File: src/rtl/nim_trig_pkg.sv
// Shared types and field widths for the NIM trigger combiner.
package nim_trig_pkg;

  localparam int MAJ_W  = 5;
  localparam int PSC_W  = 16;
  localparam int DEAD_W = 32;

  typedef enum logic [1:0] {
    IDLE  = 2'd0,
    PULSE = 2'd1,
    DEAD  = 2'd2
  } state_t;

endpackage

File: src/rtl/nim_coinc.sv
// Masked majority coincidence with one register stage.
module nim_coinc
  import nim_trig_pkg::*;
#(
  parameter int N_IN = 4
) (
  input  logic             clk,
  input  logic             reset,
  input  logic [N_IN-1:0]  trig_in,
  input  logic [N_IN-1:0]  mask,
  input  logic             enable,
  input  logic [MAJ_W-1:0] majority,
  output logic             coinc_r
);

  logic [N_IN-1:0]  hit;
  logic [MAJ_W-1:0] hit_cnt;
  logic             coinc_next;

  for (genvar gi = 0; gi < N_IN; gi++) begin : g_hit
    assign hit[gi] = trig_in[gi] & mask[gi];
  end

  always_comb begin
    hit_cnt = '0;
    for (int i = 0; i < N_IN; i++) begin
      hit_cnt = hit_cnt + MAJ_W'(hit[i]);
    end
  end

  // majority 0 is the "never fire" setting, not "always fire"
  assign coinc_next = enable && (majority != '0) && (hit_cnt >= majority);

  always_ff @(posedge clk) begin
    if (reset) begin
      coinc_r <= 1'b0;
    end else begin
      coinc_r <= coinc_next;
    end
  end

endmodule

File: src/rtl/nim_trigger_logic.sv
// Trigger combiner: coincidence edge, veto, prescale, fixed pulse plus dead time, counters.
module nim_trigger_logic
  import nim_trig_pkg::*;
#(
  parameter int N_IN  = 4,
  parameter int CNT_W = 32
) (
  input  logic              clk,
  input  logic              reset,
  input  logic [N_IN-1:0]   trig_in,
  input  logic              enable,
  input  logic [N_IN-1:0]   mask,
  input  logic [MAJ_W-1:0]  majority,
  input  logic              veto,
  input  logic [PSC_W-1:0]  prescale,
  input  logic [15:0]       width,
  input  logic [DEAD_W-1:0] deadtime,
  input  logic              count_clear,
  output logic              trig_out,
  output logic              busy,
  output logic [CNT_W-1:0]  raw_count,
  output logic [CNT_W-1:0]  accepted_count
);

  logic              coinc_r;
  logic              coinc_d_reg;
  logic              cand;
  logic              eligible;
  logic              accept;
  logic [PSC_W-1:0]  psc_cnt_reg;
  logic [15:0]       pulse_cnt_reg;
  logic [DEAD_W-1:0] dead_cnt_reg;
  logic [CNT_W-1:0]  raw_count_reg;
  logic [CNT_W-1:0]  acc_count_reg;
  state_t            state_reg;

  nim_coinc #(.N_IN(N_IN)) u_coinc (
    .clk      (clk),
    .reset    (reset),
    .trig_in  (trig_in),
    .mask     (mask),
    .enable   (enable),
    .majority (majority),
    .coinc_r  (coinc_r)
  );

  assign cand     = coinc_r && !coinc_d_reg;
  assign eligible = cand && (state_reg == IDLE) && !veto;
  assign accept   = eligible && (psc_cnt_reg == prescale);

  always_ff @(posedge clk) begin
    if (reset) begin
      coinc_d_reg <= 1'b0;
    end else begin
      coinc_d_reg <= coinc_r;
    end
  end

  // count_clear takes priority over any same-cycle increment
  always_ff @(posedge clk) begin
    if (reset || count_clear) begin
      psc_cnt_reg   <= '0;
      raw_count_reg <= '0;
      acc_count_reg <= '0;
    end else begin
      if (eligible) begin
        psc_cnt_reg <= accept ? '0 : psc_cnt_reg + 1'b1;
      end
      if (cand && (raw_count_reg != '1)) begin
        raw_count_reg <= raw_count_reg + 1'b1;
      end
      if (accept && (acc_count_reg != '1)) begin
        acc_count_reg <= acc_count_reg + 1'b1;
      end
    end
  end

  always_ff @(posedge clk) begin
    if (reset) begin
      state_reg     <= IDLE;
      pulse_cnt_reg <= '0;
      dead_cnt_reg  <= '0;
    end else begin
      case (state_reg)
        IDLE: begin
          if (accept) begin
            state_reg     <= PULSE;
            pulse_cnt_reg <= (width == 16'd0) ? 16'd0 : width - 16'd1;
          end
        end
        PULSE: begin
          if (pulse_cnt_reg == 16'd0) begin
            if (deadtime != '0) begin
              state_reg    <= DEAD;
              dead_cnt_reg <= deadtime - 1'b1;
            end else begin
              state_reg <= IDLE;
            end
          end else begin
            pulse_cnt_reg <= pulse_cnt_reg - 16'd1;
          end
        end
        DEAD: begin
          if (dead_cnt_reg == '0) begin
            state_reg <= IDLE;
          end else begin
            dead_cnt_reg <= dead_cnt_reg - 1'b1;
          end
        end
        default: state_reg <= IDLE;
      endcase
    end
  end

  assign trig_out       = (state_reg == PULSE);
  assign busy           = (state_reg != IDLE);
  assign raw_count      = raw_count_reg;
  assign accepted_count = acc_count_reg;

endmodule

File: config.mk
export PLATFORM = sky130hd
export DESIGN_NAME = nim_trigger_logic
export DESIGN_NICKNAME = d
export VERILOG_FILES = /design/src/rtl/nim_trig_pkg.sv /design/src/rtl/nim_coinc.sv /design/src/rtl/nim_trigger_logic.sv
export SDC_FILE = /design/constraint.sdc
export NUM_CORES = 1
export LEC_CHECK = 0
export CAP_MARGIN = 10
export CORE_ASPECT_RATIO = 0.75
export CORE_MARGIN = 4
export CORE_UTILIZATION = 35
export CTS_CLUSTER_SIZE = 10
export DETAILED_ROUTE_END_ITERATION = 7
export PLACE_DENSITY = 0.68
export SETUP_SLACK_MARGIN = 0.4
export SYNTH_ARGS = -nofsm -noshare
export SYNTH_HDL_FRONTEND = slang
export SYNTH_SLANG_ARGS = --single-unit
File: constraint.sdc
create_clock -name clk -period 10.4 [get_ports clk]
set_input_delay 2.08 -clock clk [delete_from_list [all_inputs] [get_ports clk]]
set_output_delay 2.08 -clock clk [all_outputs]
set_load 0.01 [all_outputs]
======== Word-level counts from Yosys, hierarchy flattened ========
Index checks and enable logic that the tools add are counted.
storage, ports and cells
  output and inout bits ................... 66
  flip-flop bits (word level) ............. 132
operators by class
  reduce and logical (&&, ||, !) cells .... 23
  equal/unequal tests ..................... 11
  mux-type cells .......................... 14
  magnitude comparators ................... 1
  bitwise operators ....................... 4
  add/sub/neg operators ................... 10
operators with widths
  cell                                                    number
  two-way mux 32 bit                                      3
  adder 32 x 1 -> 32 bit (second input constant)          2
  two-way mux 16 bit                                      4
  inequality test 32 bit (second input constant)          2
  one-hot mux 32 bit (2 select lines)                     1
  subtractor 32 x 1 -> 32 bit (second input constant)     2
  logical NOT 16 bit                                      2
  logical NOT 32 bit                                      1
  one-hot mux 16 bit (2 select lines)                     1
  nonzero test 32 bit                                     1
  subtractor 16 x 1 -> 16 bit (second input constant)     2
  adder 16 x 1 -> 16 bit (second input constant)          1
  equality test 16 bit                                    1
  adder 5 x 1 -> 5 bit                                    2
  logical AND 1 bit                                       8
  two-way mux 2 bit                                       4
  inequality test 2 bit (second input constant)           4
  one-hot mux 2 bit (3 select lines)                      1
  AND reduction 3 bit                                     2
  nonzero test 2 bit                                      3
  >= comparator 5 bit                                     1
  nonzero test 5 bit                                      1
  bitwise AND 1 bit                                       4
  inequality test 2 x 1 -> 1 bit (second input constant)  2
  7 further kinds                                         8

======== Depth between registers and ports, before layout ========
Gate-level depths: netlist of run 1.
  depth in word-level cells ............... 7
  gate-level depth with buffers ........... 15
  depth with buffers taken out ............ 10

======== Hierarchy ========
Synthesis of run 1 repeated with hierarchy kept, for this count alone.
second synthesis, totals
  cell total of the unflattened synthesis .. 1,096
  area total of the unflattened synthesis .. 8,340.5 um^2
modules (own cells, without submodules)
  module             instances  area each (um^2)  cells an instance  sequential area each (um^2)
  nim_trigger_logic  1          8,154.1           1,076              2,622.5
  nim_coinc          1          186.4             20                 20.0

======== Worst setup path after synthesis of run 1 ========
Ideal clock, no wire load.
  path type ............................... input port to flip-flop
  start point ............................. in deadtime[0]
  end point ............................... reg dead_cnt_reg[26]
  library setup time ...................... 122 ps
  path slack .............................. 6,015 ps
  stages .................................. 9
  path buffers ............................ 0
  data arrival time ....................... 4,263 ps
  cell sequence ........................... mux2i_1 ha_1 nor2b_1 mux2i_1 or3_1 or4_1 a21oi_1 nor2_1 a311o_1
on the way
  cells in the longest elaborated chain, start to end .. 4
  elaborated cells between the ends (all ways) .. 7
  those cells by class .................... add/sub (1); eq/ne (1); mux (3); reduce/logical (2)
ends and longest elaborated chain
  item                                 line                      source
  start, declared                      nim_trigger_logic.sv:17   input logic [DEAD_W-1:0] deadtime,
  subtractor 32 x 1 -> 32 bit          nim_trigger_logic.sv:95   dead_cnt_reg <= deadtime - 1'b1;
  two-way mux 32 bit                   nim_trigger_logic.sv:93   if (deadtime != '0) begin
  two-way mux 32 bit                   nim_trigger_logic.sv:92   if (pulse_cnt_reg == 16'd0) begin
  one-hot mux 32 bit (2 select lines)  nim_trigger_logic.sv:84   case (state_reg)
  end signal, assigned                 nim_trigger_logic.sv:95
  end signal, assigned                 nim_trigger_logic.sv:107  dead_cnt_reg <= dead_cnt_reg - 1'b1;
  end, declared                        nim_trigger_logic.sv:32   logic [DEAD_W-1:0] dead_cnt_reg;
Several ways; a longest one is shown, not always the timed one. The select of a mux whose other input is x is not followed.
A chain may end at the register's enable or synchronous reset.

======== Worst setup path in the final report of run 1 ========
  start point ............................. in deadtime[0]
  end point ............................... reg dead_cnt_reg[28]
Same word-level chain as after synthesis.

==> flow_summary.ini, run 1 <==
[clock_tree]
cts_hold_buffers = 0
clock-sinks = 132
cts_max_path_buffers = 2
clock_latency_ps = 420
postCtsSetupRepairBufs = 0
clockRootBuffer = clkbuf_16
clk_pin_slew_ps = 70
cts_tree = yes
htree_levels = 4
cts_buffers = 17
ctsResizeCount = 0

[route]
routedWlPerCell_um = 16.09
drt_first_pass_iters = 5
wl_um = 24170
via_per_inst = 5.549
antenna_left = 0
vias = 8335
drtIter0Drc = 714
drcViolationCount = 0

[pwr]
combPwrFrac_pct = 7.4
seq_power_share_pct = 43.1
clkPwrFrac_pct = 49.6
p_sw_share_pct = 26.21
power.density_nw_per_um2 = 112.6
p_sw_w = 0.0003078
ir_worst_vdd_uv = 104.3
intPower_w = 0.0008664
leakage_nw = 3.418

[place]
dp_hpwl_um = 17350
dp_slack_ps = 5188
gp_congestion = 0.8813
port_buffers = 147

[global_route]
overflow = 0
grt_max_degree = 62
track_usage_pct = 18.21
grt_pass1_wl_um = 39340
grt_pass1_vias = 7592
antenna_found_initial = 0

[timing]
setup_ws_ps = 5458
drv_slew = 0
grt_setup_unrepaired = no
skew_ps = 13.19
maxSlewHeadroom_pct = 18.74
fmax_ghz = 0.2023
layout_min_cycle_time_ps = 4942
tns_ps = 0
layout_worst_path_cycle_share_pct = 47.52
hold_viol_final = 0
max_slew.worst_pin.slew_ps = 1219
setup_viol = 0

[synth]
synthArstFlopShare_pct = 0
ys_ff_latch = 132
yosys-top-cells-area = dfxtp_1, xnor2_1, nor2_1
synth_most_common_cell = nor2_1
netlist_instances = 1067
yosys.area.top_type = dfxtp_1
yosysSeqAreaShare_pct = 32.26
yosys_warnings = 0
syn_nets = 1162
syn_area_per_cell_um2 = 7.677
synth_edf_count = 0
synth_ff_type = dfxtp_1
synthTopCellsByCount = nor2_1, dfxtp_1, nand2_1, xnor2_1, a21oi_1
netlist_area_um2 = 8192
synth_top_area_share_pct = 32.26
synth_cell_type_count = 74

[setup_path]
cp-startpoint = deadtime[0]
reg2reg_depth = 11
critPathMaxStageDelay_ps = 680
r2r_end = dead_cnt_reg[28]
r2r-start = state_reg[0]
path_common_cell = mux2i_1
worstPathCellList = clkdlybuf4s50_1 > mux2i_1 > ha_1 > nor2b_1 > mux2i_1 > nor4_2 > and3_1 > nand2_1 > nor4b_1 > o21ai_1
critPathSlowestCell = nor4_2
critPathArrivalTime_ps = 5240
start_kind = primary input
worstPathMaxFanout = 7
crit_type = primary input to flop
end_kind = flop
crit_required_ps = 10700
ff2ff_setup_slack_ps = 6050

[layout]
fin_util_pct = 45.34
nets = 1284
num-fill-cells = 2255
area_growth_pct = 27.33
n_antenna_cell = 0
drive_gt1_share_pct = 6.073

[floorplanning]
die_area_um2 = 25940
core_um2 = 23000
rows = 48
fp.dieW_um = 184.7
ios = 148
die_h_um = 140.5
initial_core_util_pct = 35.61

[status]
outcome = completed

[flow_run]
cap_violations = 0

[worst_hold_path]
min-delay-start = u_coinc.coinc_r
hold_depth = 1
worst_hold_path.endpoint = coinc_d_reg
worstHoldPathType = flop to flop
power groups by stage:
stage | clock network (W) | logic, W | registers, W
6_report | 0.000582 | 0.0000866 | 0.000506
5_1_grt | 0.000621 | 0.0000944 | 0.000505
4_1_cts | 0.000597 | 0.0000858 | 0.000505
3_5_place_dp | 0 | 0.0000853 | 0.000517
3_3_place_gp | 0 | 0.0000851 | 0.000517
2_1_floorplan | 0 | 0.0000356 | 0.000517
cells by family after synthesis:
family | after synthesis | share of synthesized area, %
AO/OA/AOI/OAI | 194 | 15.56
XOR/XNOR | 103 | 11.01
adder cells (fa/ha/maj) | 13 | 2.077
buffers and inverters | 70 | 3.620
flip-flops | 132 | 32.26
multiplexers | 22 | 2.765
AND/OR/NAND/NOR | 533 | 32.70
through the flow:
step	hold slack (ps)	instances	power (W)	area, µm²
6_report	475.7	1502	0.001174	10430
5_1_grt	490.3	1502	0.001220	10430
4_1_cts	475.4	1502	0.001189	10430
3_5_place_dp	464.8	1470	0.0006023	9867
3_3_place_gp	455.6	1470	0.0006021	9867
2_1_floorplan	439.2	1067	0.0005526	8192
worst max-delay path: cells and delay by family:
| kind | cells | cell delay (ps) |
|---|---|---|
| compound gates | 1 | 110 |
| fa+ha+maj | 1 | 280 |
| buf+inv | 1 | 440 |
| mux | 2 | 560 |
| simple gates | 5 | 1770 |
cells in the final DEF (no fill, tap or decap), drive strengths merged, types with 17 or more instances in the layout:
| cell type | n |
|---|---|
| clkdlybuf4s50 | 146 |
| nand4 | 30 |
| xnor2 | 69 |
| nand3 | 46 |
| xor2 | 34 |
| inv | 28 |
| dfxtp | 132 |
| nor3 | 48 |
| nor4 | 29 |
| or3 | 26 |
| nor2 | 160 |
| mux2i | 17 |
| nand2 | 105 |
| clkbuf | 17 |
| a21oi | 54 |
| o21ai | 47 |
how the worst max path moves through the flow:
stage	to	slack, ps	depth (start not counted)
3_5_place_dp	dead_cnt_reg[30]	5190	10
3_3_place_gp	dead_cnt_reg[26]	5290	10
4_1_cts	dead_cnt_reg[30]	5630	10
2_1_floorplan	dead_cnt_reg[26]	6010	9
6_report	dead_cnt_reg[28]	5460	10
5_1_grt	dead_cnt_reg[30]	5380	10
area by class of cell:
| cell class | count | area, µm² | share of cell area (%) |
|---|---|---|---|
| tap | 300 | 375.4 | 3.599 |
| inverter | 18 | 67.56 | 0.6478 |
| clock buffer | 17 | 425.4 | 4.079 |
| sequential | 132 | 2643 | 25.34 |
| clock inverter | 15 | 137.6 | 1.320 |
| multi-input combinational | 865 | 5255 | 50.38 |
| timing repair buffer | 155 | 1526 | 14.64 |
metal layers:
metal / global-route usage, % / up-vias / wire (µm)
li1: - / 4107 / -
met1: 27.50 / 3855 / 11900
met2: 26.21 / 350 / 10180
met3: 4.258 / 23 / 1915
met4: 4.131 / 0 / 182
met5: 0 / - / 0
(Power assumes the default switching activity.)
==> inputs of run 2 (changes only) <==
Settings changed: PLACE_DENSITY 0.68 to 0.7.
Clock period 10.4 ns to 4 ns, I/O delays scaled along.
==> run 2 against run 1 <==
  * Largest power group unchanged
  * Power grew to 2.6 times the previous value
  * Clock-buffer cell count stayed put
  * Hold slack got worse by 4.5 ps
  * Sequential share of layout area fell by 0.41 points
  * First-iteration DRC count grew 19%
  * Die area did not move
==> flow_summary.ini, run 2 (synthesis results as in run 1) <==
[floorplanning]
die_h_um = 140.5
ios = 148
rows = 48
initial_core_util_pct = 35.61
fp.dieW_um = 184.7
core_um2 = 23000
die_area_um2 = 25940

[pwr]
p_sw_share_pct = 26.65
ir_worst_vdd_uv = 259.3
power.density_nw_per_um2 = 291.6
clkPwrFrac_pct = 50.1
seq_power_share_pct = 42.5
combPwrFrac_pct = 7.4
p_sw_w = 0.0008240
intPower_w = 0.002268
leakage_nw = 3.527

[setup_path]
crit_type = flop to flop
start_kind = flop
cp-startpoint = pulse_cnt_reg[0]
worstPathMaxFanout = 39
r2r-start = pulse_cnt_reg[0]
critPathArrivalTime_ps = 3790
ff2ff_setup_slack_ps = 570
end_kind = flop
endpoint = dead_cnt_reg[17]
crit_required_ps = 4360
reg2reg_depth = 9
r2r_end = dead_cnt_reg[17]

[clock_tree]
clk_pin_slew_ps = 70
clock-sinks = 132
postCtsSetupRepairBufs = 0
cts_max_path_buffers = 2
clockRootBuffer = clkbuf_16
htree_levels = 4
ctsResizeCount = 0
cts_hold_buffers = 0
cts_buffers = 17
cts_tree = yes
clock_latency_ps = 420

[layout]
num-fill-cells = 2235
stdcell_area_um2 = 10600
final_common_cell = nor2_1
fin_util_pct = 46.09
nets = 1301
layout_common_cells = nor2_1, clkdlybuf4s50_1, dfxtp_1
n_antenna_cell = 0
fin_cells = 1519
area_growth_pct = 29.43
drive_gt1_share_pct = 7.383

[timing]
maxSlewHeadroom_pct = 31.42
max_slew.worst_pin.slew_ps = 1019
layout_worst_path_cycle_share_pct = 85.73
fmax_ghz = 0.2916
skew_ps = 11.89
tns_ps = 0
hold_viol_final = 0
layout_min_cycle_time_ps = 3429
grt_setup_unrepaired = no
hold-worst-slack_ps = 471.2
setup_viol = 0
drv_slew = 0

[flow_run]
cap_violations = 0

[route]
antenna_left = 0
routedWlPerCell_um = 16.16
drcViolationCount = 0
via_per_inst = 5.564
drt_first_pass_iters = 5
vias = 8452
wl_um = 24550
drtIter0Drc = 853

[place]
placed_cells = 1487
port_buffers = 147
dp_hpwl_um = 17980
gp_congestion = 0.9116
placed_area_um2 = 10020

[status]
outcome = completed

[worst_hold_path]
worstHoldPathType = flop to flop

[global_route]
grt_pass1_wl_um = 40310
grt_pass1_vias = 7835
grt_max_degree = 67
track_usage_pct = 18.55
overflow = 0
antenna_found_initial = 0
[run 2: cell count changes in the layout (fill, tap and decap cells not counted), sizes merged]
cell	before	now
buf	9	26
clkinv	2	4
clkinvlp	3	1
[run 2: worst min-delay path by stage]
stage / slack [ps] / cells past startpoint / start / endpoint
after floorplan: 440 / 1 / u_coinc.coinc_r / coinc_d_reg
after global placement: 460 / 2 / pulse_cnt_reg[15] / pulse_cnt_reg[15]
after detailed placement: 470 / 1 / u_coinc.coinc_r / coinc_d_reg
after CTS: 480 / 1 / u_coinc.coinc_r / coinc_d_reg
after global routing: 510 / 2 / pulse_cnt_reg[6] / pulse_cnt_reg[6]
final: 470 / 1 / u_coinc.coinc_r / coinc_d_reg
[run 2: power by group through the flow]
stage | sequential [W] | combinational, W | clock [W]
finish | 0.00131 | 0.000230 | 0.00155
CTS | 0.00131 | 0.000228 | 0.00159
global placement | 0.00134 | 0.000225 | 0
detailed placement | 0.00134 | 0.000227 | 0
global route | 0.00131 | 0.000250 | 0.00164
floorplan | 0.00134 | 0.0000926 | 0
[run 2: critical path, cell delays in order (launching register included)]
cell	delay [ps]
dfxtp_1	330
inv_1	80
ha_1	180
or3b_2	510
or4_4	590
nor3_4	460
o21a_4	540
mux2i_1	180
a2111oi_2	310
a311o_1	160
[run 2: final cells by class]
type / count / area (µm²) / share of cell area (%)
multi-input combinational: 865 / 5255 / 49.56
clock inverter: 15 / 157.7 / 1.487
inverter: 18 / 67.56 / 0.6372
clock buffer: 17 / 425.4 / 4.012
tap: 300 / 375.4 / 3.540
sequential: 132 / 2643 / 24.92
timing repair buffer: 172 / 1679 / 15.84
[run 2: metal layers]
layer / wire length [µm] / share of wire [%] / up-vias / track usage (%)
li1: - / - / 4142 / -
met5: 0 / 0 / - / 0
met2: 10570 / 43 / 333 / 26.98
met1: 11760 / 48 / 3951 / 27.90
met4: 225 / 0.92 / 0 / 4.015
met3: 1999 / 8.1 / 26 / 4.232
[run 2: metrics by stage]
step           power [W]  setup slack, ps
5_1_grt         0.003208            437.9
2_1_floorplan   0.001437            401.7
3_3_place_gp    0.001569            376.9
3_5_place_dp    0.001571            322.8
4_1_cts         0.003129            592.3
6_report        0.003092            570.9
